`config.mk`:
```
export PLATFORM = sky130hd
export DESIGN_NAME = tone_seq
export DESIGN_NICKNAME = d
export VERILOG_FILES = /design/src/rtl/tone_seq.sv
export SDC_FILE = /design/constraint.sdc
export NUM_CORES = 2
export LEC_CHECK = 0
export BUFFER_PORTS_ARGS = -buffer_cell sky130_fd_sc_hd__buf_2
export CAP_MARGIN = 20
export CORE_UTILIZATION = 29
export CTS_CLUSTER_SIZE = 30
export DETAILED_ROUTE_END_ITERATION = 7
export PLACE_DENSITY = 0.46
export SLEW_MARGIN = 20
export SYNTH_ARGS = -nofsm -noshare
export SYNTH_HDL_FRONTEND = slang
export SYNTH_SLANG_ARGS = --single-unit
```
`constraint.sdc`:
```
create_clock -name clk -period 3.3 [get_ports clk]
set_input_delay 0.165 -clock clk [delete_from_list [all_inputs] [get_ports clk]]
set_output_delay 0.165 -clock clk [all_outputs]
set_load 0.03 [all_outputs]
```
`src/rtl/tone_seq.sv`:
```
// Step sequencer that plays 6-bit note codes from a small RAM as a square wave.
// Each step lasts 2^TEMPO_W cycles; the first 1/16 of every step is silent.
module tone_seq #(
  parameter int DEPTH   = 256,
  parameter int AW      = 8,
  parameter int TEMPO_W = 22
) (
  input  logic          clk,
  input  logic          rst_n,
  input  logic          wr_en,
  input  logic [AW-1:0] wr_addr,
  input  logic [7:0]    wr_data,
  input  logic          start,
  input  logic          stop,
  input  logic          loop,
  input  logic [AW-1:0] last,
  output logic          speaker,
  output logic          busy,
  output logic          done,
  output logic [AW-1:0] cur_addr
);
  typedef enum logic {IDLE, PLAY} state_e;

  state_e               state_q, state_d;
  logic [TEMPO_W-1:0]   step_q, step_d;
  logic [AW-1:0]        addr_q, addr_d;
  logic [8:0]           per_q, per_d;
  logic [7:0]           oct_q, oct_d;
  logic                 spk_q, spk_d;
  logic                 done_q, done_d;
  logic [5:0]           note_q;
  logic [5:0]           mem [DEPTH];

  always_ff @(posedge clk)
    if (wr_en) mem[wr_addr] <= wr_data[5:0];

  // n/12 and n%12 via the upper nibble: 12 = 3*4
  logic [3:0] oct_w, mod_w;
  logic [3:0] semi;
  logic [7:0] reload;
  logic [8:0] clkdiv;
  logic       unused_bits;
  assign oct_w       = note_q[5:2] / 4'd3;
  assign mod_w       = note_q[5:2] % 4'd3;
  assign semi        = {mod_w[1:0], note_q[1:0]};
  assign reload      = 8'hFF >> oct_w[2:0];
  assign unused_bits = ^{wr_data[7:6], oct_w[3], mod_w[3:2]};

  always_comb begin
    case (semi)
      4'd0:    clkdiv = 9'd511;
      4'd1:    clkdiv = 9'd482;
      4'd2:    clkdiv = 9'd455;
      4'd3:    clkdiv = 9'd430;
      4'd4:    clkdiv = 9'd405;
      4'd5:    clkdiv = 9'd383;
      4'd6:    clkdiv = 9'd361;
      4'd7:    clkdiv = 9'd341;
      4'd8:    clkdiv = 9'd322;
      4'd9:    clkdiv = 9'd303;
      4'd10:   clkdiv = 9'd286;
      4'd11:   clkdiv = 9'd270;
      default: clkdiv = 9'd511;
    endcase
  end

  logic step_end, gate_open;
  assign step_end  = &step_q;
  assign gate_open = |step_q[TEMPO_W-1 -: 4];

  always_comb begin
    state_d = state_q;
    step_d  = step_q;
    addr_d  = addr_q;
    per_d   = per_q;
    oct_d   = oct_q;
    spk_d   = spk_q;
    done_d  = 1'b0;
    unique case (state_q)
      IDLE: begin
        spk_d  = 1'b0;
        per_d  = '0;
        oct_d  = '0;
        step_d = '0;
        if (start && !stop) begin
          state_d = PLAY;
          addr_d  = '0;
        end
      end
      PLAY: begin
        step_d = step_q + 1'b1;
        // hold the divider at zero until the new note_q has been read
        if (step_end || step_q == '0) begin
          per_d = '0;
          oct_d = '0;
        end else if (per_q == '0) begin
          per_d = clkdiv;
          oct_d = (oct_q == '0) ? reload : oct_q - 1'b1;
        end else begin
          per_d = per_q - 1'b1;
        end
        if (per_q == '0 && oct_q == '0 && note_q != '0 && gate_open)
          spk_d = ~spk_q;
        if (stop) begin
          state_d = IDLE;
          spk_d   = 1'b0;
        end else if (step_end) begin
          if (addr_q != last) begin
            addr_d = addr_q + 1'b1;
          end else if (loop) begin
            addr_d = '0;
          end else begin
            state_d = IDLE;
            done_d  = 1'b1;
            spk_d   = 1'b0;
          end
        end
      end
      default: state_d = IDLE;
    endcase
  end

  always_ff @(posedge clk or negedge rst_n) begin
    if (!rst_n) begin
      state_q <= IDLE;
      step_q  <= '0;
      addr_q  <= '0;
      per_q   <= '0;
      oct_q   <= '0;
      spk_q   <= 1'b0;
      done_q  <= 1'b0;
      note_q  <= '0;
    end else begin
      state_q <= state_d;
      step_q  <= step_d;
      addr_q  <= addr_d;
      per_q   <= per_d;
      oct_q   <= oct_d;
      spk_q   <= spk_d;
      done_q  <= done_d;
      note_q  <= mem[addr_q];
    end
  end

  assign speaker  = spk_q;
  assign busy     = (state_q == PLAY);
  assign done     = done_q;
  assign cur_addr = addr_q;
endmodule
```
== Yosys cells after proc, flatten, opt, wreduce, memory -nomap -nowiden ==
Memories as Yosys holds them, arrays and structs flattened. A register that Yosys moved wholly into a read port is not among the register bits.
Cells that the tools add are included.

* Add/subtract/negate cells: 4
* Div/mod/pow operators: 2
* Eq/ne operators: 6
* Shift-type cells: 1
* Mux-type cells: 33
* Bitwise gates (word level): 2
* Reduce and logical (&&, ||, !) cells: 14

{| class="wikitable"
|+ Operators with widths
! operator !! number
|-
| $mux 8 || 8
|-
| $pmux 22 s2 || 1
|-
| $pmux 8 s2 || 2
|-
| $add 22x1->22 const B || 1
|-
| $logic_not 22->1 || 1
|-
| $reduce_and 22->1 || 1
|-
| $mux 9 || 2
|-
| $pmux 9 s2 || 1
|-
| $mux 1 || 17
|-
| $logic_not 9->1 || 1
|-
| $sub 9x1->9 const B || 1
|-
| $add 8x1->8 const B || 1
|-
| $logic_not 8->1 || 1
|-
| $ne 8x8->1 || 1
|-
| $shr 8x3->8 const A || 1
|-
| $sub 8x1->8 const B || 1
|-
| $reduce_bool 6->1 || 1
|-
| $div 4x2->4 const B || 1
|-
| $logic_and 1x1->1 || 4
|-
| $mod 4x2->4 const B || 1
|-
| $ne 2x2->1 const B || 2
|-
| $pmux 1 s2 || 2
|-
| $reduce_and 4->1 || 1
|-
| $reduce_or 4->1 || 1
|-
| other kinds (6) || 8
|}

* Register bits: 50
* Memory bits (writable): 1536
* ROM bits: 128
* Bits of input ports: 30
* Output and inout port bits: 11
* Word-level logic and storage cells: 71
* Memories kept: 2

{| class="wikitable"
|+ Memories
! memory !! words !! bits a word !! read ports !! clocked after memory_dff !! write ports !! RTL line !! source
|-
| mem || 256 || 6 || 1 || 1 || 1 || 32 || <nowiki>logic [5:0] mem [DEPTH];</nowiki>
|-
| (no name shown) || 16 || 8 || 1 || 0 || 0 || 50 || <nowiki>case (semi)</nowiki>
|}

== Depth between registers and ports, before layout ==
* Word-level depth: 10
* Mapped depth: 13
* Gate-level depth less buffers: 12

== Least setup slack after synthesis ==
OpenSTA, ideal clock, no wires.

* Kind: register -> register
* Start point: register addr_q[0] (netlist: cur_addr[0])
* End point: register note_q[2] (read register of mem)
* Arrival: 2656 ps
* Path slack: 518 ps
* Cell stages (with the launch flop): 10
* Clock period less this slack: 2782 ps
* Cell sequence: dfrtp_1 buf_6 buf_2 buf_2 mux4_2 a22oi_1 a21oi_1 o221ai_1 o21ai_0 a221o_1

{| class="wikitable"
|+ RTL lines
! what !! RTL line !! source
|-
| start: declaration || 26 || <nowiki>logic [AW-1:0] addr_q, addr_d;</nowiki>
|-
| start signal: assignment || 136 || <nowiki>addr_q <= addr_d;</nowiki>
|-
| end: declaration || 31 || <nowiki>logic [5:0] note_q;</nowiki>
|}

==> flow_summary.yaml <==
routing:
  drcViolationCount: 0
  top_layer_used: "met4"
  routed-wl-met2_um: 85300
  drt_first_iter_violations: 2943
  via_per_inst: 4.93
  met3_length_um: 7670
  first_pass_iters: 5
  wl_met1_um: 78900
  num_vias: 32200
  wl_per_cell_um: 26.8
  detail-route-antenna-nets: 0
  wl_um: 176000
placed_design:
  io_buffers: 38
  post_dp_cell_area_um2: 69200
  post-place-cells: 6213
  gp_congestion: 0.847
  hpwl_um: 113000
sta:
  rsz0062_at_grt: "false"
  finalHoldViolations: 0
  fmax_mhz: 313
  fin_tns_setup_ns: 0
  fin_skew_ns: 0.0402
  fin_crit_sh_pct: 96.8
  setup_violations: 0
  period_minus_slack_ns: 3.20
  worstMarginPinSlew_ns: 0.974
  hold_ws_ns: 0.0336
  slew_headroom_pct: 35.1
  drv_slew: 0
power:
  pwr-share-seq_pct: 53.5
  comb_power_share_pct: 2.3
  p_sw_mw: 8.93
  p_leak_nw: 22.8
  p_per_area_nw_per_um2: 556
  netSwitchingFraction_pct: 21.5
  internal_power_mw: 32.6
  ir_drop_uv: 369
  clkPwrFrac_pct: 44.2
grt:
  grt-ovfl-total: 0
  grt_usage_pct: 15.9
  grt_pass1_vias: 33200
  grt_pass1_wl_um: 253000
  grt_max_degree: 116
  antenna_found_initial: 7
yosys:
  synthesis.nets: 3237
  synth_seq_area_share_pct: 74.9
  async_flop_share_pct: 3.52
  synth_seq_cells: 1592
  synth_edf_count: 1536
  syn_area_per_cell_um2: 19.9
  synth_cell_types: 74
  syn_inst: 3193
  synth-warning-count: 0
  synth-main-ff-cell: "edfxtp_1"
  syn_area_um2: 63400
critical_path:
  worstSetupEndpointType: "register"
  path_max_fanout: 24
  worst_setup_path_start_kind: "register"
  crit_required_ns: 4.00
  r2r_start: "cur_addr[0]$_DFFE_PN0P_"
  r2r_cells: 10
  reg2reg_to: "note_q[3]$_DFF_PN0_"
  cp-startpoint: "cur_addr[0]$_DFFE_PN0P_"
  path_class: "reg2reg"
  r2r_slack_ns: 0.10
  critPathArrivalTime_ns: 3.89
floorplanning:
  die_w_um: 470
  coreArea_um2: 217000
  die_h_um: 470
  row_count: 171
  io_pins: 41
  dieArea_um2: 221000
  start_util_pct: 29.2
final_layout:
  area_growth_pct: 17.8
  num-nets-final: 3587
  fillers: 20300
  fin_cells: 6544
  design_area_um2: 74700
  drive_above_1_share_pct: 28.2
  final_core_util_pct: 34.4
clocking:
  root_buffer: "clkbuf_16"
  clk_latency_ns: 0.85
  numCtsBuffers: 167
  path_clk_slew_ns: 0.06
  cts_tree: "done"
  clockBufferDepth: 3
  h-tree-depth: 4
  numClockSinks: 1592
hold_path:
  hp-class: "in2async"
job:
  cap_viol_max_count: 0
status:
  status: "finished clean"
how the worst max path moves through the flow:
stage          slack, ns  depth (start not counted)             endpoint
3_3_place_gp       -0.03                         10  note_q[2]$_DFF_PN0_
3_5_place_dp       -0.04                         10  note_q[2]$_DFF_PN0_
4_1_cts             0.03                          9  note_q[1]$_DFF_PN0_
6_report            0.10                         10  note_q[3]$_DFF_PN0_
5_1_grt             0.02                         10  note_q[2]$_DFF_PN0_
2_1_floorplan       0.52                          9  note_q[2]$_DFF_PN0_
registers in the layout, indices dropped and copies added, names as in the netlist:
name and flops:
step_q 22, speaker 1, mem 1536, oct_q 8, busy 1, note_q 6
per_q 9, cur_addr 8, done 1
layout make-up:
cell class              instances  area [um^2]  area share (%)
diodes                          6         15.0          0.0201
clock buffers                 206         4380            5.86
clock inverters               104          923            1.24
inverters                      22         82.6           0.111
multi-input cells            1388        14900            19.9
flip-flops and latches       1592        47500            63.6
well taps                    2854         3570            4.78
repair buffers                372         3290            4.41
stage by stage:
stage | power [mW] | setup WS [ns]
after floorplan | 23.0 | 0.518
after global placement | 23.6 | -0.0258
after detailed placement | 23.6 | -0.0385
after CTS | 42.0 | 0.0346
after global routing | 42.8 | 0.0249
final | 41.5 | 0.104
critical path: stages (launching register included):
cell and delay, ns:
dfrtp_4 0.57, buf_12 0.19, buf_12 0.21, mux4_2 0.53
nor2b_1 0.15, a211oi_2 0.31, nor3_1 0.17, buf_4 0.17
nand3_1 0.09, a22oi_1 0.19, or3_1 0.41
cells in the mapped netlist, types with 16 or more instances:
cell,number,area [um^2]
xor2_1,21,184
nor3_1,18,90.1
nand2_1,78,293
a211oi_1,16,120
and2_1,16,100
a22oi_1,35,263
mux4_2,386,8690
nand3_1,51,255
nor2_1,307,1150
a21oi_1,52,260
buf_6,17,191
clkbuf_1,88,330
o22ai_1,17,106
buf_2,57,285
inv_1,20,75.1
o21ai_0,46,230
o221ai_1,21,184
edfxtp_1,1536,46100
buf_4,21,158
a221oi_1,32,280
dfrtp_1,56,1400
mux2i_1,102,1020
nor2b_1,26,163
repair_timing:
item,4_1_cts,5_1_grt
endpoints found under the hold margin,248,0
pin swaps,0,0
hold buffers,12,0
endpoints found under the setup margin,1,7
setup buffers,0,3
gates resized for setup,1,6
cell families (layout without fill, tap and decap cells):
kind of cell,after synthesis,count (layout),synth area share (%)
buffers and inverters,213,704,1.70
AO/OA/AOI/OAI,276,276,3.08
multiplexers,502,502,15.6
other,0,6,0
adder cells (fa/ha/maj),14,14,0.276
XOR/XNOR,31,31,0.428
flip-flops,1592,1592,74.9
AND/OR/NAND/NOR,565,565,4.03
placed cells by master, fill, tap and decap left out, types with 46 or more instances in the layout:
master / n
a21oi_1: 51
buf_4: 281
clkbuf_16: 167
dfrtp_1: 50
edfxtp_1: 1536
mux2i_1: 102
mux4_2: 386
nand2_1: 78
nor2_1: 305
o21ai_0: 46
power by group through the flow:
stage / Combinational (mW) / Sequential, mW / Clock [mW]
final: 0.950 / 22.2 / 18.4
after global routing: 1.04 / 22.2 / 19.5
after CTS: 0.968 / 22.2 / 18.8
after detailed placement: 0.956 / 22.7 / 0
after global placement: 0.939 / 22.7 / 0
after floorplan: 0.360 / 22.7 / 0
metal layers:
metal,GRT usage (%),up-vias
met5,0,-
met4,4.04,0
met3,2.45,224
met2,26.0,763
met1,22.0,17400
li1,-,13900
Note: power is estimated with default switching activity, not from simulation.
